==> src/rtl/trdb_pkg.sv <==
// Shared trace-debugger types and defaults.
// Holds the qualification/resync FSM encoding used by trdb_qualif_sync.
package trdb_pkg;

   localparam int RESYNC_CNT_W_DEFAULT = 16;

   typedef enum logic [1:0] {
      IDLE      = 2'd0,
      TRACING   = 2'd1,
      SYNC_PEND = 2'd2
   } trdb_qsync_state_e;

endpackage

==> src/rtl/trdb_resync_counter.sv <==
// Resync counter: clears, counts qualified retirements, saturates at all-ones,
// and flags when the post-increment value reaches a nonzero period.
module trdb_resync_counter #(
   parameter int W = trdb_pkg::RESYNC_CNT_W_DEFAULT
) (
   input  logic         clk_i,
   input  logic         rst_ni,
   input  logic         clear_i,
   input  logic         enable_i,
   input  logic [W-1:0] max_i,
   output logic [W-1:0] cnt_o,
   output logic         hit_o
);

   logic [W-1:0] cnt_q;
   logic [W-1:0] cnt_inc;

   // Saturating increment: all-ones holds instead of wrapping to zero.
   assign cnt_inc = (cnt_q == {W{1'b1}}) ? cnt_q : cnt_q + W'(1);
   assign hit_o   = (max_i != '0) && (cnt_inc >= max_i);
   assign cnt_o   = cnt_q;

   always_ff @(posedge clk_i or negedge rst_ni) begin
      if (!rst_ni) begin
         cnt_q <= '0;
      end else if (clear_i) begin
         cnt_q <= '0;
      end else if (enable_i) begin
         cnt_q <= cnt_inc;
      end
   end

endmodule

==> src/rtl/trdb_qualif_sync.sv <==
// Registers next-cycle qualification, decodes start/stop edges and runs the
// resync FSM that requests a sync-support packet every resync_max_i retirements.
module trdb_qualif_sync
   import trdb_pkg::*;
#(
   parameter int RESYNC_CNT_W = RESYNC_CNT_W_DEFAULT
) (
   input  logic                    clk_i,
   input  logic                    rst_ni,
   input  logic                    trace_enable_i,
   input  logic                    nc_qualified_i,
   input  logic                    valid_i,
   input  logic [RESYNC_CNT_W-1:0] resync_max_i,
   input  logic                    packet_ack_i,
   output logic                    qualified_o,
   output logic                    pc_qualified_o,
   output logic                    first_qualified_o,
   output logic                    unqualified_o,
   output logic                    resync_req_o,
   output logic [RESYNC_CNT_W-1:0] resync_cnt_o,
   output logic [1:0]              state_o
);

   localparam logic [1:0] ST_IDLE      = IDLE;
   localparam logic [1:0] ST_TRACING   = TRACING;
   localparam logic [1:0] ST_SYNC_PEND = SYNC_PEND;

   logic       qualified_q;
   logic       pc_qualified_q;
   logic [1:0] state_q;
   logic [1:0] state_d;
   logic       cnt_clear;
   logic       cnt_en;
   logic       cnt_hit;

   always_ff @(posedge clk_i or negedge rst_ni) begin
      if (!rst_ni) begin
         qualified_q    <= 1'b0;
         pc_qualified_q <= 1'b0;
         state_q        <= ST_IDLE;
      end else begin
         qualified_q    <= nc_qualified_i & trace_enable_i;
         pc_qualified_q <= qualified_q;
         state_q        <= state_d;
      end
   end

   assign qualified_o       = qualified_q;
   assign pc_qualified_o    = pc_qualified_q;
   assign first_qualified_o = qualified_q & ~pc_qualified_q;
   assign unqualified_o     = ~qualified_q & pc_qualified_q;

   // Request/ack handshake: resync_req_o stays high from the cycle after the
   // period is reached until the first cycle packet_ack_i is seen with it high;
   // packet_ack_i has no effect while the request is low.
   assign resync_req_o = (state_q == ST_SYNC_PEND);
   assign state_o      = state_q;

   always_comb begin
      state_d   = state_q;
      cnt_clear = 1'b0;
      cnt_en    = 1'b0;
      // Losing qualification wins over ack and increment: the stop packet supersedes resync.
      if (!qualified_q) begin
         state_d   = ST_IDLE;
         cnt_clear = 1'b1;
      end else begin
         case (state_q)
            ST_IDLE: begin
               if (first_qualified_o) begin
                  state_d   = ST_TRACING;
                  cnt_clear = 1'b1;
               end
            end
            ST_TRACING: begin
               if (valid_i) begin
                  cnt_en = 1'b1;
                  if (cnt_hit) begin
                     state_d = ST_SYNC_PEND;
                  end
               end
            end
            ST_SYNC_PEND: begin
               if (packet_ack_i) begin
                  state_d   = ST_TRACING;
                  cnt_clear = 1'b1;
               end
            end
            default: begin
               state_d   = ST_IDLE;
               cnt_clear = 1'b1;
            end
         endcase
      end
   end

   trdb_resync_counter #(
      .W(RESYNC_CNT_W)
   ) u_resync_counter (
      .clk_i    (clk_i),
      .rst_ni   (rst_ni),
      .clear_i  (cnt_clear),
      .enable_i (cnt_en),
      .max_i    (resync_max_i),
      .cnt_o    (resync_cnt_o),
      .hit_o    (cnt_hit)
   );

endmodule

==> config.mk <==
export PLATFORM = sky130hd
export DESIGN_NAME = trdb_qualif_sync
export DESIGN_NICKNAME = d
export VERILOG_FILES = /design/src/rtl/trdb_pkg.sv /design/src/rtl/trdb_resync_counter.sv /design/src/rtl/trdb_qualif_sync.sv
export SDC_FILE = /design/constraint.sdc
export NUM_CORES = 1
export LEC_CHECK = 0
export BUFFER_PORTS_ARGS = -buffer_cell sky130_fd_sc_hd__buf_2
export CAP_MARGIN = 25
export CORE_MARGIN = 1.5
export CORE_UTILIZATION = 45
export DETAILED_ROUTE_END_ITERATION = 7
export PLACE_DENSITY = 0.8
export SYNTH_ARGS = -nofsm -noshare
export SYNTH_HDL_FRONTEND = slang
export SYNTH_SLANG_ARGS = --single-unit
==> constraint.sdc <==
create_clock -name clk_i -period 4.5 [get_ports clk_i]
set_clock_uncertainty 0.15 [all_clocks]
set_input_delay 0 -clock clk_i [delete_from_list [all_inputs] [get_ports clk_i]]
set_output_delay 0 -clock clk_i [all_outputs]
set_load 0.02 [all_outputs]
==> out/metrics.csv <==
metric,value,unit
overflow,0,
ctsResizeCount,0,
status,completed,
diodes,0,
ant_nets,0,
syn_inst,218,
hold_viol,0,
critPathLaunch,u_resync_counter.cnt_o[6]$_DFFE_PN0P_,
die_x,67.0,µm
drive_above_1_share,0.245,
cp_max_fo,10,
r2r_end,state_o[0]$_DFFE_PN0P_,
r2r-start,u_resync_counter.cnt_o[6]$_DFFE_PN0P_,
place.gp.congestion,0.962,
initialDrtViolationCount,71,
io_pins,45,
cts_tree,built,
cp-start-kind,flop,
grtUsageTotal,0.214,
final_nets,305,
reg2reg_slack,0.90,ns
netlist_area,0.00184,mm²
core-area,0.00397,mm²
worstRegToRegCells,10,
path_class,reg -> reg,
dr_total_vias,1795,
synth_edf_count,0,
final.setup.tns,0,ns
cts_buffers,3,
grt_setup_unrepaired,false,
synthFlopType,dfrtp_1,
synth-adder-area-share,0.115,
start_util,0.464,
post_cts_buffers,0,
firstDrtPassIters,5,
synth-seq-area-share,0.272,
grt_pass1_vias,1576,
finalCritPeriodShare,0.800,
synth_compound_area_frac,0.214,
syn_area_per_cell,8.45,µm²
fp-row-count,23,
grt_max_degree,23,
fp.dieH,67.0,µm
critical_path_required,4.46,ns
synth_top_family_by_area,simple AND/OR/NAND/NOR gates,
total_leakage_power,1.15,nW
portBuffers,44,
max_slew.worst_pin.slew,0.867,ns
maxSlewViolCount,0,
wl_per_cell,14.3,µm
holdBufCountCts,4,
postLayoutCoreUtil,0.554,
die_area,0.00449,mm²
hpwl,3.43,mm
finalWirelength,4.49,mm
cts_htree_levels,1,
max_freq,278,MHz
maxSlewHeadroom,0.419,
ys_ff_latch,20,
instances_no_fill,315,
clockRootBuffer,clkbuf_8,
antenna_found_initial,0,
yosys.cell_types.count,53,
avgViaCountPerCell,5.70,
path_clk_slew,0.07,ns
clkLatencyLatePin,0.26,ns
p_per_area,167,mW/mm²
cp.arrival,3.56,ns
area_delta_synth_final,19.4,%
yosys_warnings,0,
hp-class,in -> async,
synth.area.mux_share,0.0122,
synth_xor_xnor_area_share,0.0523,
clockBufferDepth,2,
drc_errors,0,
crit_path_end_kind,flop,
setup_viol,0,
syn_nets,257,
grt_pass1_wl,7.21,mm
maxCapViolCount,0,
synthSimpleGateAreaFrac,0.286,
place_inst,307,
fin_crit,3.60,ns
clkSinkCount,20,
ir_drop,122,µV
async_flop_share,1.00,
report_power, final:
| part | internal (mW) | total (mW) | switching (mW) | leakage [nW] |
|---|---|---|---|---|
| clock network | 0.0779 | 0.138 | 0.0597 | 0.0288 |
| registers | 0.181 | 0.185 | 0.00337 | 0.277 |
| logic | 0.0197 | 0.0454 | 0.0257 | 0.842 |
placed cells by master (no fill, tap or decap), types with 3 or more instances in the layout:
cell type and count:
nor4_1 6, o21ai_0 15, buf_2 44, inv_1 18, dfrtp_1 20, nor2b_1 5, xor2_1 3, clkbuf_8 4
nand2_1 22, nand3_1 6, o21a_1 3, nand4_1 4, xnor2_1 8, a21oi_1 17, nor2_1 12, nor3_1 5
o31ai_1 5, and3_1 3, ha_1 17, dlygate4sd3_1 4
flip-flops by register name (all words and copies together) (netlist names):
name	cells
state_o	2
pc_qualified_o	1
qualified_o	1
u_resync_counter.cnt_o	16
logic make-up (layout without fill, tap and decap cells):
| kind of cell | after synthesis | after routing |
|---|---|---|
| compound gates | 61 | 61 |
| xor+xnor | 11 | 11 |
| fa+ha+maj | 17 | 17 |
| buf+inv | 23 | 70 |
| flops | 20 | 20 |
| mux | 2 | 2 |
| simple gates | 84 | 84 |
Yosys cell counts, types with 3 or more instances:
library cell,n,area share
nand2_1,22,0.045
nand3_1,6,0.016
ha_1,17,0.12
clkbuf_1,3,0.0061
o21ai_0,15,0.041
o21a_1,3,0.012
inv_1,18,0.037
dfrtp_1,20,0.27
a21oi_1,17,0.046
xnor2_1,8,0.038
nor4_1,6,0.020
nor2b_1,5,0.017
xor2_1,3,0.014
nand4_1,4,0.014
and3_1,3,0.010
o31ai_1,5,0.020
nor3_1,5,0.014
nor2_1,12,0.024
stage by stage:
stage	setup slack [ns]	total power, mW	hold WS, ns	cell area (µm²)
after global routing	0.635	0.389	0.110	2200
after global placement	1.05	0.230	-0.171	2100
final	0.899	0.368	0.0689	2200
after detailed placement	0.940	0.231	-0.170	2100
after CTS	0.924	0.373	0.0846	2200
after floorplan	1.21	0.209	-0.446	1840
critical path: stages, from the launching register on:
cell and delay [ns]:
dfrtp_1 0.53, nand4_4 0.25, nor4_4 0.35, and3_1 0.26, mux2_2 0.37, ha_1 0.30
nand4_1 0.14, nor3_1 0.26, or4b_1 0.46, a31oi_1 0.27, o21ai_0 0.12
layer usage:
| metal | wire length (µm) | vias to the layer above | share of wire | global-route usage |
|---|---|---|---|---|
| met5 | 0 | - | 0 | 0 |
| met2 | 2090 | 66 | 0.47 | 0.345 |
| met3 | 308 | 7 | 0.069 | 0.0236 |
| met1 | 2020 | 828 | 0.45 | 0.295 |
| li1 | - | 894 | - | - |
| met4 | 72 | 0 | 0.016 | 0.0740 |
layout make-up:
cell class / count / area (µm²)
fill: 381 / 1770
sequential: 20 / 500
timing repair buffer: 48 / 260
multi-input combinational: 175 / 1250
tap: 50 / 62.6
inverter: 18 / 67.6
clock buffer: 4 / 55.1
worst max path at each step:
| stage | endpoint | slack (ns) | cells past startpoint |
|---|---|---|---|
| 2_1_floorplan | state_o[0]$_DFFE_PN0P_ | 1.21 | 11 |
| 5_1_grt | state_o[0]$_DFFE_PN0P_ | 0.63 | 12 |
| 4_1_cts | state_o[0]$_DFFE_PN0P_ | 0.92 | 10 |
| 3_5_place_dp | state_o[0]$_DFFE_PN0P_ | 0.94 | 10 |
| 3_3_place_gp | state_o[0]$_DFFE_PN0P_ | 1.05 | 11 |
| 6_report | state_o[0]$_DFFE_PN0P_ | 0.90 | 10 |
Note: power is estimated with default switching activity, not from simulation.
